--- src/rtl/peripheral_msi_wb_resize_seq.sv ---
// Wishbone width adapter: turns one 32-bit classic master access into a
// sequence of 8-bit classic slave accesses, one per selected byte lane,
// walking the lanes from sel[3] (byte offset 0) down to sel[0] (offset 3).
module peripheral_msi_wb_resize_seq #(
  parameter int AW = 32
) (
  input  logic          wb_clk_i,
  input  logic          wb_rst_i,
  // master side (32-bit)
  input  logic [AW-1:0] wbm_adr_i,
  input  logic [31:0]   wbm_dat_i,
  input  logic [3:0]    wbm_sel_i,
  input  logic          wbm_we_i,
  input  logic          wbm_cyc_i,
  input  logic          wbm_stb_i,
  output logic [31:0]   wbm_dat_o,
  output logic          wbm_ack_o,
  output logic          wbm_err_o,
  output logic          wbm_rty_o,
  // slave side (8-bit)
  output logic [AW-1:0] wbs_adr_o,
  output logic [7:0]    wbs_dat_o,
  output logic          wbs_we_o,
  output logic          wbs_cyc_o,
  output logic          wbs_stb_o,
  output logic [2:0]    wbs_cti_o,
  output logic [1:0]    wbs_bte_o,
  input  logic [7:0]    wbs_dat_i,
  input  logic          wbs_ack_i,
  input  logic          wbs_err_i,
  input  logic          wbs_rty_i
);

  typedef enum logic [1:0] {IDLE, XFER, RESP} state_t;

  state_t        state_q, state_d;
  logic [AW-3:0] adr_q, adr_d;      // latched word address
  logic [31:0]   dat_q, dat_d;      // latched write data
  logic [3:0]    pend_q, pend_d;    // lanes still to be transferred
  logic          we_q, we_d;
  logic [7:0]    rbuf_q [4];        // read bytes, index = byte offset
  logic [7:0]    rbuf_d [4];

  logic [AW-1:0] wbs_adr_q, wbs_adr_d;
  logic [7:0]    wbs_dat_q, wbs_dat_d;
  logic          wbs_we_q, wbs_we_d;
  logic          wbs_cyc_q, wbs_cyc_d;
  logic          wbs_stb_q, wbs_stb_d;
  logic [31:0]   wbm_dat_q, wbm_dat_d;
  logic          wbm_ack_q, wbm_ack_d;
  logic          wbm_err_q, wbm_err_d;
  logic          wbm_rty_q, wbm_rty_d;

  logic [1:0]    cur_lane, nxt_lane, first_sel_lane;
  logic [3:0]    pend_after;
  logic [31:0]   cap_word;          // read buffer including the byte arriving now

  // Address bits [1:0] carry no meaning on the word-addressed master port.
  logic unused_adr_lsb;
  assign unused_adr_lsb = ^wbm_adr_i[1:0];

  // Byte offset of the highest-priority pending lane (sel[3] first).
  function automatic logic [1:0] first_lane(input logic [3:0] m);
    if (m[3])      return 2'd0;
    else if (m[2]) return 2'd1;
    else if (m[1]) return 2'd2;
    else           return 2'd3;
  endfunction

  // Mask bit of the lane at a given byte offset.
  function automatic logic [3:0] lane_bit(input logic [1:0] l);
    case (l)
      2'd0:    return 4'b1000;
      2'd1:    return 4'b0100;
      2'd2:    return 4'b0010;
      default: return 4'b0001;
    endcase
  endfunction

  // Byte of a big-endian word at a given byte offset.
  function automatic logic [7:0] lane_byte(input logic [31:0] d, input logic [1:0] l);
    case (l)
      2'd0:    return d[31:24];
      2'd1:    return d[23:16];
      2'd2:    return d[15:8];
      default: return d[7:0];
    endcase
  endfunction

  assign cur_lane       = first_lane(pend_q);
  assign pend_after     = pend_q & ~lane_bit(cur_lane);
  assign nxt_lane       = first_lane(pend_after);
  assign first_sel_lane = first_lane(wbm_sel_i);

  // Assemble the returned word, substituting the byte being acked this cycle.
  for (genvar gi = 0; gi < 4; gi++) begin : g_cap
    assign cap_word[31-8*gi -: 8] = (cur_lane == 2'(gi)) ? wbs_dat_i : rbuf_q[gi];
  end

  // Next-state and registered-output logic for the lane sequencer.
  always_comb begin
    state_d   = state_q;
    adr_d     = adr_q;
    dat_d     = dat_q;
    pend_d    = pend_q;
    we_d      = we_q;
    for (int i = 0; i < 4; i++) rbuf_d[i] = rbuf_q[i];
    wbs_adr_d = wbs_adr_q;
    wbs_dat_d = wbs_dat_q;
    wbs_we_d  = wbs_we_q;
    wbs_cyc_d = wbs_cyc_q;
    wbs_stb_d = wbs_stb_q;
    wbm_dat_d = '0;
    wbm_ack_d = 1'b0;
    wbm_err_d = 1'b0;
    wbm_rty_d = 1'b0;

    case (state_q)
      IDLE: begin
        if (wbm_cyc_i && wbm_stb_i) begin
          if (wbm_sel_i != 4'b0000) begin
            adr_d     = wbm_adr_i[AW-1:2];
            dat_d     = wbm_dat_i;
            pend_d    = wbm_sel_i;
            we_d      = wbm_we_i;
            for (int i = 0; i < 4; i++) rbuf_d[i] = '0;
            wbs_cyc_d = 1'b1;
            wbs_stb_d = 1'b1;
            wbs_we_d  = wbm_we_i;
            wbs_adr_d = {wbm_adr_i[AW-1:2], first_sel_lane};
            wbs_dat_d = lane_byte(wbm_dat_i, first_sel_lane);
            state_d   = XFER;
          end else begin
            // Nothing selected: acknowledge with an all-zero word.
            wbm_ack_d = 1'b1;
            state_d   = RESP;
          end
        end
      end

      XFER: begin
        if (!wbm_cyc_i || wbs_err_i || wbs_rty_i ||
            (wbs_ack_i && pend_after == 4'b0000)) begin
          // Any way out of the transfer releases the slave bus.
          wbs_cyc_d = 1'b0;
          wbs_stb_d = 1'b0;
          wbs_we_d  = 1'b0;
          wbs_adr_d = '0;
          wbs_dat_d = '0;
          pend_d    = '0;
        end
        if (!wbm_cyc_i) begin
          // Master abandoned the cycle: quietly discard everything.
          state_d = IDLE;
        end else if (wbs_err_i) begin
          wbm_err_d = 1'b1;
          state_d   = RESP;
        end else if (wbs_rty_i) begin
          wbm_rty_d = 1'b1;
          state_d   = RESP;
        end else if (wbs_ack_i) begin
          rbuf_d[cur_lane] = wbs_dat_i;
          if (pend_after != 4'b0000) begin
            pend_d    = pend_after;
            wbs_adr_d = {adr_q, nxt_lane};
            wbs_dat_d = lane_byte(dat_q, nxt_lane);
          end else begin
            wbm_ack_d = 1'b1;
            wbm_dat_d = we_q ? 32'h0 : cap_word;
            state_d   = RESP;
          end
        end
      end

      RESP: begin
        state_d = IDLE;
      end

      default: begin
        state_d = IDLE;
      end
    endcase
  end

  // State and output registers; reset clears the slave bus at once.
  always_ff @(posedge wb_clk_i or posedge wb_rst_i) begin
    if (wb_rst_i) begin
      state_q   <= IDLE;
      adr_q     <= '0;
      dat_q     <= '0;
      pend_q    <= '0;
      we_q      <= 1'b0;
      for (int i = 0; i < 4; i++) rbuf_q[i] <= '0;
      wbs_adr_q <= '0;
      wbs_dat_q <= '0;
      wbs_we_q  <= 1'b0;
      wbs_cyc_q <= 1'b0;
      wbs_stb_q <= 1'b0;
      wbm_dat_q <= '0;
      wbm_ack_q <= 1'b0;
      wbm_err_q <= 1'b0;
      wbm_rty_q <= 1'b0;
    end else begin
      state_q   <= state_d;
      adr_q     <= adr_d;
      dat_q     <= dat_d;
      pend_q    <= pend_d;
      we_q      <= we_d;
      for (int i = 0; i < 4; i++) rbuf_q[i] <= rbuf_d[i];
      wbs_adr_q <= wbs_adr_d;
      wbs_dat_q <= wbs_dat_d;
      wbs_we_q  <= wbs_we_d;
      wbs_cyc_q <= wbs_cyc_d;
      wbs_stb_q <= wbs_stb_d;
      wbm_dat_q <= wbm_dat_d;
      wbm_ack_q <= wbm_ack_d;
      wbm_err_q <= wbm_err_d;
      wbm_rty_q <= wbm_rty_d;
    end
  end

  assign wbs_adr_o = wbs_adr_q;
  assign wbs_dat_o = wbs_dat_q;
  assign wbs_we_o  = wbs_we_q;
  assign wbs_cyc_o = wbs_cyc_q;
  assign wbs_stb_o = wbs_stb_q;
  assign wbs_cti_o = 3'b000;
  assign wbs_bte_o = 2'b00;
  assign wbm_dat_o = wbm_dat_q;
  assign wbm_ack_o = wbm_ack_q;
  assign wbm_err_o = wbm_err_q;
  assign wbm_rty_o = wbm_rty_q;

endmodule

--- config.mk ---
export PLATFORM = sky130hd
export DESIGN_NAME = peripheral_msi_wb_resize_seq
export DESIGN_NICKNAME = d
export VERILOG_FILES = /design/src/rtl/peripheral_msi_wb_resize_seq.sv
export SDC_FILE = /design/constraint.sdc
export NUM_CORES = 1
export LEC_CHECK = 0
export CAP_MARGIN = 30
export CORE_MARGIN = 4
export CORE_UTILIZATION = 45
export DETAILED_ROUTE_END_ITERATION = 10
export HOLD_SLACK_MARGIN = 0.02
export PLACE_DENSITY = 0.73
export SKIP_CTS_REPAIR_TIMING = 1
export SLEW_MARGIN = 15
export SYNTH_ARGS = -nofsm -noshare
export SYNTH_HDL_FRONTEND = slang
export SYNTH_SLANG_ARGS = --single-unit
--- constraint.sdc ---
create_clock -name wb_clk_i -period 7 [get_ports wb_clk_i]
set_input_delay 1.4 -clock wb_clk_i [delete_from_list [all_inputs] [get_ports wb_clk_i]]
set_output_delay 1.4 -clock wb_clk_i [all_outputs]
set_load 0.01 [all_outputs]
==> summary by stage <==
Status
The run finished with clean final reports.

STA
In this run the tightest slew margin relative to its limit is 0.394. The setup TNS after final layout is 0 ns. The final-report setup violation count is 0.

The worst setup margin is roughly 3 ns. The final worst clock skew is about 0.0061 ns. The final number of hold-violating endpoints is 0. The final-report max-slew violation count is 0. The final worst-path cycle share is 0.563. The slew at the pin closest to its max-slew limit is between 0.9 and 1 ns.

Setup repair after global routing left no endpoint under its margin. For the finished layout, the period the worst path requires is between 3 and 4 ns. The maximum clock frequency is 0.254 GHz.

CTS
The CTS clock-pin slew for the worst setup and hold paths is approximately 0.070 ns. The CTS tree is built. For the worst-skew pair, the clock arrives at the later sink with an insertion delay of 0.43 ns. The H-tree was split into 4 levels. The maximum root-to-sink buffer count is 2. The clock root buffer is clkbuf_16. The clock net in this run drives a total of 170 sinks. The clock buffer count from CTS is 17.

Worst hold path
The worst hold path belongs to the class reg -> reg.

Die
During I/O placement, the number of pins put on the boundary was between 150 and 200. The overall die width is between 100 and 150 µm. The die height is 137 µm. The initial utilization of the core area, before any placement, comes to 0.465. The placeable core area is approximately 16000 µm². The die covers between 15000 and 20000 µm².

The row count is 46.

Yosys
The mean instance size in the synthesized netlist is about 11 µm². Of the post-synthesis cell area, the dominant cell type holds 0.570. The share of the Yosys chip area taken by registers is 0.570. For this run, the leading register cell type out of synthesis is dfrtp_1. The number of warning messages in the yosys log is 0.

The async set-or-reset flop fraction in the synthesized netlist is 1.00. The mapped netlist covers between 7000 and 8000 µm². The synthesized netlist contains 55 unique library cells. In this run, synthesis produced a sequential element count of 170.

After synthesis, the cell types taking the most area are dfrtp_1 (57%), nand2_1 (6.5%), a221o_1 (5.1%). Of all cell types, the one taking the most synthesized area is dfrtp_1. Counting flops with a built-in enable in the synthesized netlist gives 0. The count of mapped cells out of synthesis is a little under 700.

Worst setup path
The delay of the slowest cell on the worst path is between 0.8 and 0.9 ns. Across all register-to-register paths, the minimum setup slack is 4.24 ns. The count of cells along the worst register-to-register path is 5. The number of buffers and inverters on the critical path is 2. The slowest stage cell on the critical path is a41oi_4.

The element type at the critical path start is a primary input. The data arrival time of the worst path is approximately 4.3 ns. The worst register-to-register path begins at state_q[0]$_DFFE_PP0P_. The critical path class is in -> reg. The critical path capture point is wbs_adr_o[18]$_DFFE_PP0P_. The path length in cells of the critical path is 6. The start point of the critical path is wbm_cyc_i. The worst setup path is captured at a flip-flop. Traced cell by cell, the critical path runs through clkdlybuf4s50_1 -> nand4bb_1 -> a41oi_4 -> buf_4 -> and2_1 -> a221o_1. The terminus of the critical flop-to-flop path is wbs_adr_o[18]$_DFFE_PP0P_.

The peak fanout along the critical path is 34. The cell family with the largest share of critical-path delay is buffers and inverters. The required time of the worst setup path is around 7.4 ns.

Cells and area
The final net count is 889. After routing the design area is roughly 9700 µm². In the layout the commonest cells are dfrtp_1 (170), clkdlybuf4s50_1 (159), nand2_1 (129). The share of final-layout standard cells stronger than drive strength 1 is 0.0892. The most common cell after layout, fill and taps aside is dfrtp_1. The filler cells instantiated in the layout total ~1.3k. The number of antenna cells inserted is 0. Across the whole layout, storage elements account for between 4000 and 5000 µm². The area added between synthesis and finish is 29.7%. The count of cells in the finished layout, fillers not included, comes to 1034. The area of combinational cells with multiple inputs is around 2900 µm².

Flow run
The tool flagged a number of max-cap violations equal to 0.

Global routing
The fraction of met1 tracks used by global routing is 0.247. met2 is the most crowded layer. The initial antenna violation count is 1. For this run, global-route usage on met3 was measured as 0.0735.

After global routing the overflow that remains totals 0. The maximum number of pins on one net before global-route repair is approximately 110. For this run, the total global-route usage over all layers was measured as 0.207.

For this run, global-route usage on met2 was measured as 0.346. The number of global-route vias before repair is slightly below 6k. The first global-routing pass estimated slightly above 30000 µm of wire.

Pwr
The analysis attributes to cell leakage a power of between 0.004 and 0.005 µW. The maximum VDD drop is slightly below 0.2 mV. For this design the ratio of total power to cell area is 260 nW/µm².

The overall power of the completed layout is ~2500 µW.

Placed design
Once placement completed, the tool counted placed cells totaling roughly 1k. The cell area after placement is a little over 9000 µm². The congestion estimate from routability-driven global placement came to 0.831. Before CTS, the worst setup slack after placement is about 2.6 ns.

The final HPWL from detailed placement is between 10000 and 15000 µm. Port buffering added 159 buffers.

Routing
After detailed routing, the number of remaining DRC violations is 0. In this run the remaining antenna-violating nets after routing total 0. The violation count after the first detailed-route iteration is around 300. The final layout contains routed wiring with a total length of roughly 19000 µm.

The number of vias per cell is 5.52. The wire length per cell is 18.1 µm. The first detailed-routing pass ran for 5 iterations. The number of vias in the routed layout is about 5.7k.
kinds of logic after synthesis:
| family | count (synthesis) | share of synthesized area |
|---|---|---|
| DFF | 170 | 0.570 |
| other | 1 | 0.000502 |
| and+or+nand+nor | 221 | 0.142 |
| muxes | 15 | 0.0201 |
| adders and majority gates | 2 | 0.00285 |
| buffers and inverters | 69 | 0.0521 |
| AOI/OAI and AO/OA | 197 | 0.213 |
report_power, final:
part           internal, µW  total [µW]  switching (µW)
Clock                   496         897             400
Combinational           231         453             222
Sequential             1090        1170            79.8
Total                  1820        2520             702
how the worst min path moves through the flow:
stage | endpoint | cells after the start | start
detailed placement | dat_q[2]$_DFFE_PP0P_ | 2 | dat_q[2]$_DFFE_PP0P_
floorplan | we_q$_DFFE_PP0P_ | 2 | we_q$_DFFE_PP0P_
finish | we_q$_DFFE_PP0P_ | 2 | we_q$_DFFE_PP0P_
CTS | dat_q[2]$_DFFE_PP0P_ | 2 | dat_q[2]$_DFFE_PP0P_
global placement | adr_q[6]$_DFFE_PP0P_ | 1 | adr_q[6]$_DFFE_PP0P_
global route | adr_q[26]$_DFFE_PP0P_ | 1 | adr_q[26]$_DFFE_PP0P_
per-layer routing:
| metal | routed length [µm] | vias to the layer above | part of all wire |
|---|---|---|---|
| met5 | 12 | - | 0.00064 |
| met4 | 405 | 2 | 0.022 |
| met3 | 1630 | 35 | 0.087 |
| met2 | 9170 | 215 | 0.49 |
| met1 | 7520 | 2788 | 0.40 |
| li1 | - | 2663 | - |
per-stage QoR:
stage | hold slack, ns | util
after floorplan | 0.439 | -
after CTS | 0.482 | 0.601
after global placement | 0.458 | 0.564
final | 0.475 | 0.603
after detailed placement | 0.465 | 0.566
after global routing | 0.501 | 0.603
synth_stat cells (2+ instances only):
cell	number
o22a_1	2
nand2b_1	11
o21ai_0	8
a221o_1	38
a22o_1	33
or3b_1	2
a21oi_1	22
clkbuf_1	15
nor2b_1	4
nand2_1	129
o22ai_1	15
nand4bb_1	2
mux2i_1	15
buf_1	10
a2111oi_0	9
nor2_1	20
buf_4	7
and3_1	4
a21oi_2	22
nor3_1	3
and2_1	31
a21o_1	31
dfrtp_1	170
or3_4	2
buf_6	11
o21ai_1	2
o31ai_1	3
buf_2	17
nor3b_1	3
inv_1	8
or3_1	2
final cells by class:
| cell class | instances | share of cell area |
|---|---|---|
| clock buffer | 17 | 0.0439 |
| clock inverter | 15 | 0.0147 |
| inverter | 9 | 0.00401 |
| multi-input combinational | 440 | 0.295 |
| sequential | 170 | 0.439 |
| tap | 216 | 0.0279 |
| timing repair buffer | 167 | 0.175 |
registers in the layout, summed over array words and instances, names as in the netlist:
name / flops
rbuf_q: 32
wbm_dat_o: 32
wbs_adr_o: 32
adr_q: 30
dat_q: 24
wbs_dat_o: 8
pend_q: 4
state_q: 2
wbm_ack_o: 1
wbm_err_o: 1
wbm_rty_o: 1
wbs_stb_o: 1
wbs_we_o: 1
we_q: 1
tightest hold or removal path, cell delays in order (launching register included):
cell	delay (ns)
dfrtp_1	0.34
nand2_1	0.05
nand2_1	0.06
(Power assumes the default switching activity.)
